### src/rtl/tm1638_responder.sv
// -----------------------------------------------------------------------------
// tm1638_responder
//
// Responder side of a TM1638-style three-wire serial bus (strobe / clock /
// bidirectional data). The block decodes data, display-control and
// address-set commands, stores written bytes in a 16 x 8 display RAM, exposes
// that RAM through a registered read port and, optionally, streams a 32-bit
// key-scan word back to the initiator.
//
// Optional feature macro:
//   TM1638_RESPONDER_KEYS_EN  - enables key read-back (DATA_RD state). When
//                               undefined, read commands fall into IGNORE, the
//                               data-out/oe outputs are tied low and keys is
//                               unused.
//
// Parameters:
//   SYNC_STAGES     synchronizer depth for the three serial inputs (2..3)
//
// Ports:
//   clk             system clock; every flop runs on it
//   n_rst           asynchronous active-low reset
//   tm1638_strobe   frame select, active low
//   tm1638_clk      serial clock, idles high, at most clk/8
//   tm1638_data_in  serial data from the initiator, LSB first
//   tm1638_data_out serial key data to the initiator
//   tm1638_data_oe  data-pin drive enable (pad tristate lives outside)
//   keys            key-scan bytes, byte0 = keys[7:0] sent first
//   ram_addr        display RAM read address
//   ram_data        display RAM read data, one cycle after ram_addr
//   display_on      display enable from the last display-control command
//   display_level   brightness from the last display-control command
//   frame_done      one-cycle pulse when a frame that wrote the RAM ends
//   cmd_err         one-cycle pulse on an undefined command byte
// -----------------------------------------------------------------------------
module tm1638_responder #(
    parameter int SYNC_STAGES = 2
) (
    input  logic        clk,
    input  logic        n_rst,
    input  logic        tm1638_strobe,
    input  logic        tm1638_clk,
    input  logic        tm1638_data_in,
    output logic        tm1638_data_out,
    output logic        tm1638_data_oe,
    input  logic [31:0] keys,
    input  logic [3:0]  ram_addr,
    output logic [7:0]  ram_data,
    output logic        display_on,
    output logic [2:0]  display_level,
    output logic        frame_done,
    output logic        cmd_err
);

    typedef enum logic [2:0] {
        IDLE,
        CMD,
        DATA_WR,
        DATA_RD,
        IGNORE
    } state_t;

    state_t state_q, state_d;

    // Synchronizers: the oldest sample (MSB) is the one the logic uses.
    logic [SYNC_STAGES-1:0] strb_sync_q;
    logic [SYNC_STAGES-1:0] sclk_sync_q;
    logic [SYNC_STAGES-1:0] din_sync_q;
    logic                   strb_prev_q;
    logic                   sclk_prev_q;
    logic [1:0]             flush_q;
    logic                   armed_q;

    logic strb_cur, sclk_cur, din_cur;
    logic flushed;
    logic strb_fall, strb_rise, sclk_rise, sclk_fall;

    // Frame datapath
    logic [2:0] bit_cnt_q;
    logic [7:0] shift_q;
    logic [3:0] ptr_q;
    logic       fixed_q;
    logic       read_q;
    logic       wrote_q;
    logic [7:0] ram_q [16];
    logic [7:0] ram_data_q;
    logic       display_on_q;
    logic [2:0] display_level_q;
    logic       frame_done_q;
    logic       cmd_err_q;

    logic       shifting;
    logic       byte_done;
    logic [7:0] byte_w;

    logic cmd_data, cmd_disp, cmd_addr, cmd_bad, ram_we, rd_enter;

    always_ff @(posedge clk or negedge n_rst) begin
        if (!n_rst) begin
            strb_sync_q <= '1;
            sclk_sync_q <= '1;
            din_sync_q  <= '0;
            strb_prev_q <= 1'b1;
            sclk_prev_q <= 1'b1;
            flush_q     <= 2'd0;
            armed_q     <= 1'b0;
        end else begin
            strb_sync_q <= {strb_sync_q[SYNC_STAGES-2:0], tm1638_strobe};
            sclk_sync_q <= {sclk_sync_q[SYNC_STAGES-2:0], tm1638_clk};
            din_sync_q  <= {din_sync_q[SYNC_STAGES-2:0], tm1638_data_in};
            strb_prev_q <= strb_cur;
            sclk_prev_q <= sclk_cur;
            if (!flushed) begin
                flush_q <= flush_q + 2'd1;
            end
            // A strobe that was already low across reset must go high before
            // a new frame may start, so a half-finished frame is never resumed.
            if (flushed && strb_cur) begin
                armed_q <= 1'b1;
            end
        end
    end

    assign strb_cur = strb_sync_q[SYNC_STAGES-1];
    assign sclk_cur = sclk_sync_q[SYNC_STAGES-1];
    assign din_cur  = din_sync_q[SYNC_STAGES-1];
    assign flushed  = (flush_q == 2'(SYNC_STAGES));

    assign strb_fall = armed_q & strb_prev_q & ~strb_cur;
    assign strb_rise = ~strb_prev_q & strb_cur;
    // Serial clock edges only count inside a frame (strobe low).
    assign sclk_rise = ~strb_cur & ~strb_fall & ~sclk_prev_q & sclk_cur;
    assign sclk_fall = ~strb_cur & ~strb_fall & sclk_prev_q & ~sclk_cur;

    assign shifting  = sclk_rise &
                       ((state_q == CMD) || (state_q == DATA_WR) || (state_q == IGNORE));
    assign byte_w    = {din_cur, shift_q[7:1]};
    assign byte_done = shifting & (bit_cnt_q == 3'd7);

    always_ff @(posedge clk or negedge n_rst) begin
        if (!n_rst) begin
            state_q <= IDLE;
        end else begin
            state_q <= state_d;
        end
    end

    always_comb begin
        state_d  = state_q;
        cmd_data = 1'b0;
        cmd_disp = 1'b0;
        cmd_addr = 1'b0;
        cmd_bad  = 1'b0;
        ram_we   = 1'b0;
        rd_enter = 1'b0;
        if (strb_rise) begin
            state_d = IDLE;
        end else if (strb_fall) begin
            state_d = CMD;
        end else if (byte_done) begin
            unique case (state_q)
                CMD: begin
                    unique case (byte_w[7:6])
                        2'b01: begin
                            cmd_data = 1'b1;
                            state_d  = IGNORE;
`ifdef TM1638_RESPONDER_KEYS_EN
                            if (byte_w[1]) begin
                                rd_enter = 1'b1;
                                state_d  = DATA_RD;
                            end
`endif
                        end
                        2'b10: begin
                            cmd_disp = 1'b1;
                            state_d  = IGNORE;
                        end
                        2'b11: begin
                            cmd_addr = 1'b1;
                            state_d  = DATA_WR;
                        end
                        default: begin
                            cmd_bad = 1'b1;
                            state_d = IGNORE;
                        end
                    endcase
                end
                DATA_WR: ram_we = 1'b1;
                default: ;
            endcase
        end
    end

    always_ff @(posedge clk or negedge n_rst) begin
        if (!n_rst) begin
            bit_cnt_q       <= 3'd0;
            shift_q         <= 8'd0;
            ptr_q           <= 4'd0;
            fixed_q         <= 1'b0;
            read_q          <= 1'b0;
            wrote_q         <= 1'b0;
            ram_data_q      <= 8'd0;
            display_on_q    <= 1'b0;
            display_level_q <= 3'd0;
            frame_done_q    <= 1'b0;
            cmd_err_q       <= 1'b0;
            for (int i = 0; i < 16; i++) begin
                ram_q[i] <= 8'd0;
            end
        end else begin
            frame_done_q <= strb_rise & wrote_q;
            cmd_err_q    <= cmd_bad;

            // A partial byte is simply dropped: the counter restarts at the
            // next strobe fall.
            if (strb_fall || strb_rise) begin
                bit_cnt_q <= 3'd0;
                shift_q   <= 8'd0;
                wrote_q   <= 1'b0;
            end else if (shifting) begin
                bit_cnt_q <= bit_cnt_q + 3'd1;
                shift_q   <= byte_w;
            end

            if (cmd_data) begin
                fixed_q <= byte_w[2];
                read_q  <= byte_w[1];
            end
            if (cmd_disp) begin
                display_on_q    <= byte_w[3];
                display_level_q <= byte_w[2:0];
            end

            if (cmd_addr) begin
                ptr_q <= byte_w[3:0];
            end else if (ram_we && !fixed_q) begin
                ptr_q <= ptr_q + 4'd1;
            end

            if (ram_we) begin
                ram_q[ptr_q] <= byte_w;
                wrote_q      <= 1'b1;
            end

            // Reads the pre-write contents when a write hits the same address.
            ram_data_q <= ram_q[ram_addr];
        end
    end

    assign ram_data      = ram_data_q;
    assign display_on    = display_on_q;
    assign display_level = display_level_q;
    assign frame_done    = frame_done_q;
    assign cmd_err       = cmd_err_q;

    // The read bit is retained as mode state; the read decision itself is
    // taken from the command byte as it completes.
    logic unused_read;
    assign unused_read = read_q;

`ifdef TM1638_RESPONDER_KEYS_EN
    logic [31:0] keys_lat_q;
    logic [5:0]  rp_q;
    logic        dout_q;
    logic        oe_q;

    always_ff @(posedge clk or negedge n_rst) begin
        if (!n_rst) begin
            keys_lat_q <= 32'd0;
            rp_q       <= 6'd0;
            dout_q     <= 1'b0;
            oe_q       <= 1'b0;
        end else if (strb_rise || strb_fall) begin
            oe_q   <= 1'b0;
            dout_q <= 1'b0;
        end else if (rd_enter) begin
            keys_lat_q <= keys;
            rp_q       <= 6'd0;
            oe_q       <= 1'b1;
            dout_q     <= keys[0];
        end else if (state_q == DATA_RD) begin
            if (sclk_rise && !rp_q[5]) begin
                rp_q <= rp_q + 6'd1;
            end
            if (sclk_fall) begin
                dout_q <= rp_q[5] ? 1'b0 : keys_lat_q[rp_q[4:0]];
            end
        end
    end

    // Drop the driver in the very cycle the strobe rise is seen.
    assign tm1638_data_oe  = oe_q & ~strb_rise;
    assign tm1638_data_out = dout_q;
`else
    assign tm1638_data_oe  = 1'b0;
    assign tm1638_data_out = 1'b0;

    logic unused_keys;
    assign unused_keys = ^{keys, sclk_fall, rd_enter};
`endif

endmodule

### config.mk
export PLATFORM = sky130hd
export DESIGN_NAME = tm1638_responder
export DESIGN_NICKNAME = d
export VERILOG_FILES = /design/src/rtl/tm1638_responder.sv
export SDC_FILE = /design/constraint.sdc
export NUM_CORES = 1
export LEC_CHECK = 0
export CAP_MARGIN = 10
export CORE_UTILIZATION = 55
export DETAILED_ROUTE_END_ITERATION = 7
export GPL_ROUTABILITY_DRIVEN = 0
export PLACE_DENSITY = 0.76
export SKIP_LAST_GASP = 1
export SYNTH_ARGS = -nofsm -noshare
export SYNTH_HDL_FRONTEND = slang
export SYNTH_SLANG_ARGS = --single-unit
### constraint.sdc
create_clock -name clk -period 5.4 [get_ports clk]
set_input_delay 0.81 -clock clk [delete_from_list [all_inputs] [get_ports clk]]
set_output_delay 0.81 -clock clk [all_outputs]
set_load 0.01 [all_outputs]
== Word level (Yosys, flattened, before mapping) ==
Cells that the tools add are included.

* Logic and storage cells: 120
* Register bits: 173
* Output and inout bits: 16

* Equal/unequal tests: 8
* $add $sub $neg: 3
* Multiplexer cells: 43
* Magnitude comparators: 3
* Reduce and logical (&&, ||, !) cells: 14
* Bitwise operators: 15

{| class="wikitable"
|+ Operators by type and width
! kind !! count
|-
| 128-bit bitwise mux || 1
|-
| 8-bit two-way mux || 5
|-
| 8-bit binary-select mux with 4-bit select || 1
|-
| 8-bit demux with 4-bit select || 1
|-
| 1-bit two-way mux || 26
|-
| 3-bit two-way mux || 7
|-
| 5-bit >= comparator (second input constant) || 2
|-
| 4-bit NOT with 5-bit output || 2
|-
| 1-bit AND || 9
|-
| 4-bit two-way mux || 2
|-
| 2-bit == test (second input constant) || 3
|-
| 3-bit == test (second input constant) || 2
|-
| 2-bit nonzero test || 3
|-
| 3-bit nonzero test || 2
|-
| 5-bit by 1-bit < comparator with 1-bit output (second input constant) || 1
|-
| 4-bit by 1-bit adder with 4-bit output (second input constant) || 1
|-
| 1-bit NOT || 4
|-
| 3-bit by 1-bit adder with 3-bit output (second input constant) || 1
|-
| 3-bit by 1-bit == test with 1-bit output (second input constant) || 1
|-
| 3-bit by 2-bit == test with 1-bit output (second input constant) || 1
|-
| 1-bit logical AND || 3
|-
| 1-bit logical OR || 3
|-
| 3-bit OR reduction || 1
|-
| 2-bit by 1-bit adder with 2-bit output (second input constant) || 1
|-
| other kinds (3) || 3
|}

== Logic depth before layout (Yosys ltp) ==
* Depth after elaboration: 14
* Depth in mapped cells: 6
* Mapped depth without buffers: 6

== Least setup slack after synthesis ==
No wires, ideal clock.

* Path type: input to register
* Start point: in ram_addr[0]
* End point: reg ram_data_q[1], in the netlist ram_data[1]
* Cell stages on the path: 5
* Setup slack: 3.187 ns
* Required time: 5.276 ns
* Library setup time: 0.124 ns
* Data arrival time: 2.089 ns
* Buffers on the path: 2
* Cells stage by stage: clkbuf_1 buf_2 mux4_2 a22oi_1 nand2_1

* Longest elaborated chain between the ends: 4

{| class="wikitable"
|+ RTL lines
! what !! RTL line !! text
|-
| start: declaration || 46 || <nowiki>input logic [3:0] ram_addr,</nowiki>
|-
| 4-bit NOT with 5-bit output (implied by the code) || 245 || <nowiki>ram_data_q <= ram_q[ram_addr];</nowiki>
|-
| 8-bit binary-select mux with 4-bit select || 245 ||
|-
| 8-bit two-way mux (implied by the code) (2 in series) || 245 ||
|-
| end signal: assignment || 245 ||
|-
| end: declaration || 85 || <nowiki>logic [7:0] ram_data_q;</nowiki>
|}

No other way between the ends. The select of a mux whose other input is x is not followed.
A chain may end at the register's enable or synchronous reset.

== Worst setup path after layout ==
* Start point: in ram_addr[1]
* End point: reg ram_data_q[1], in the netlist ram_data[1]

The elaborated chain is that of the path after synthesis.

==> run metrics <==
status finished clean; layout cell share with drive strength beyond 1 0.416; setup TNS 0 ns; Initial Utilization 0.571; P_leak between 4 and 5 nW; Setup WS pre-CTS between 2 and 2.5 ns; drc violations 0; Final #Nets approximately 570; wire per inst 21.6 um; Max Clk Rate around 350 MHz; number of port buffers 22; via/cell ratio 6.04; Clk pwr share 0.492; Clock Latency Late Sink 0.43 ns; crit path max fanout 20; Worst-path clk slew roughly 0.070 ns; Die X roughly 120 um; sequential power share 0.481; Inserted Diodes 0; clk buf depth 2; Mapped Area ~7700 um2; DR WL met3 roughly 570 um; Setup Skew 0.00701 ns; total grt overflow 0; Slew Viols, Final 0; Slew HR 0.271; Setup violations, final 0; worst IR drop on VDD 0.236 mV; largest area contributor in the netlist dfrtp_1; cell-internal power about 2.1 mW; via count about 4300; die area roughly 14000 um2; gr usage total 0.241; Post-Route WL between 15000 and 20000 um; register area around 4300 um2; Gate power share 0.027; die height roughly 120 um; Sw Ratio 0.211; Post-Synthesis Cells just over 500; FFs w/ async S/R, synth 1.00; yosys warns 0; root buffer cell clkbuf_16; top cells by area, synth dfrtp_1 54%, mux2_2 18%, mux4_2 9.4%; CP Data Required Time around 5.7 ns; first-pass GRT wire length about 26000 um; CTS tree yes; vias in the first global route ~4700; Met1 Wirelength approximately 6800 um; Hold Vio Cnt, Final 0; Yosys reg bits about 170; Core Area approximately 13000 um2; Routed met2 length a little under 8000 um; Hold Buf Count CTS 0; top routing layer in use met4; # rows 42; Detail Route Antenna Nets 0; max_cap viols 0; Avg Cell Area, Syn roughly 15 um2; hold slack ~0.35 ns; ys flop type dfrtp_1; Num CTS Buffers 17; fin crit period around 2.9 ns; Post-synth EDFFs 0; Cell Area, Placed roughly 8000 um2; fin area between 8000 and 9000 um2; H-tree depth 4; initial DRC count ~220; largest net degree at the start of global routing slightly below 90; final worst path period share 0.528; drt first pass iters 4; fillers 985; Yosys top cell area share 0.541; P per Cell Area 313 nW/um2; RSZ-0062 raised after global routing false; antenna violations before repair 0; top-level port count 57; crit path capture type register; CP Launch Type input port; DP HPWL 9860 um; register area share after synthesis 0.561; Hold Crit Class reg -> reg; footprint of the multi-input gates 3170 um2; Sink Count about 170; Worst Path Arrival between 3 and 4 ns; Post-synth top cells 166 x dfrtp_1, 125 x mux2_2, 32 x mux4_2, 23 x nand2_1, 18 x clkbuf_1; Least-Margin Pin Slew ~1.1 ns; Net Switching ~570 uW; slack of the critical path 2.55 ns; most frequent cell after synthesis dfrtp_1; area delta synth->final 12.5%; Tot Pwr roughly 2.7 mW; CTS resizes 0; synth unique cells 46; Critical Setup Path Class in -> reg; postcts setup bufs 0
## through the flow
stage / utilization / std cells
2_1_floorplan: - / 514
3_3_place_gp: 0.594 / 682
3_5_place_dp: 0.594 / 682
4_1_cts: 0.642 / 714
5_1_grt: 0.642 / 714
6_report: 0.642 / 714
## power by group through the flow
stage               clock network [mW]  logic (mW)  registers, mW
detailed placement                   0      0.0747           1.33
global route                      1.40      0.0818           1.30
finish                            1.33      0.0720           1.30
CTS                               1.35      0.0748           1.30
global placement                     0      0.0724           1.33
floorplan                            0      0.0368           1.32
## worst paths after layout
path | from | endpoint | slack [ns] | cells past startpoint
max in group asynchronous | n_rst | ram_q[1] | 3.90 | 2
setup / recovery | ram_addr[1] | ram_data[1] | 2.55 | 5
setup reg to reg | bit_cnt_q[0] | ram_q[71] | 2.81 | 5
hold reg to reg | din_sync_q[0] | din_sync_q[1] | 0.35 | 0
hold / removal | din_sync_q[0] | din_sync_q[1] | 0.35 | 0
min in group asynchronous | n_rst | ram_q[127] | 0.44 | 1
## cell usage in the layout (no fill, tap or decap), types with 2 or more instances in the layout
cell type and instances:
dfrtp_1 166, mux2_2 125, mux4_2 32, nand2_1 23, clkdlybuf4s50_1 20, clkbuf_16 17
a22oi_1 16, inv_1 12, o21ai_0 9, mux2_4 8, nor2_1 7, nor3_2 7
ha_1 7, nor2b_1 6, o211ai_1 6, dfstp_2 6, nand4_2 5, mux2i_1 5
bufinv_16 5, clkinv_2 4, buf_4 4, and2_1 3, and3_1 3, and4_1 3
nand3_1 3, a21oi_1 3, xnor2_1 2, nand4_1 2, a31oi_1 2, or3_1 2
conb_1 2, inv_6 2, clkinvlp_4 2, clkinv_4 2
## final cells by class
class | count | area share
sequential | 172 | 0.499
multi-input combinational | 296 | 0.367
clock buffer | 17 | 0.0492
timing repair buffer | 26 | 0.0285
clock inverter | 15 | 0.0255
tap | 176 | 0.0255
inverter | 12 | 0.00521
## metal layers
metal | up-vias | global-route usage
met3 | 16 | 0.0458
met5 | - | 0
met2 | 83 | 0.394
met1 | 2303 | 0.318
met4 | 0 | 0.0969
li1 | 1907 | -
## state kept, by name (all words and copies together), names as in the netlist, 2 cells and up
| name | count |
|---|---|
| bit_cnt_q | 3 |
| shift_q | 7 |
| ram_q | 128 |
| strb_sync_q | 2 |
| din_sync_q | 2 |
| display_level | 3 |
| state_q | 3 |
| ptr_q | 4 |
| sclk_sync_q | 2 |
| flush_q | 2 |
| ram_data | 8 |
## cells by family after synthesis
kind of cell | share of synthesized area
buffers and inverters | 0.0259
and+or+nand+nor | 0.0624
AOI/OAI and AO/OA | 0.0358
adders and majority gates | 0.0114
DFF | 0.561
muxes | 0.299
other | 0.000488
xor gates and xnor gates | 0.00342
## critical path, cell delays in order
cell and delay, ns:
clkdlybuf4s50_1 1.19, buf_4 0.39, mux4_2 0.34, a22oi_1 0.33, nand2_1 0.09
No activity file was read; power rests on OpenSTA's default activity.
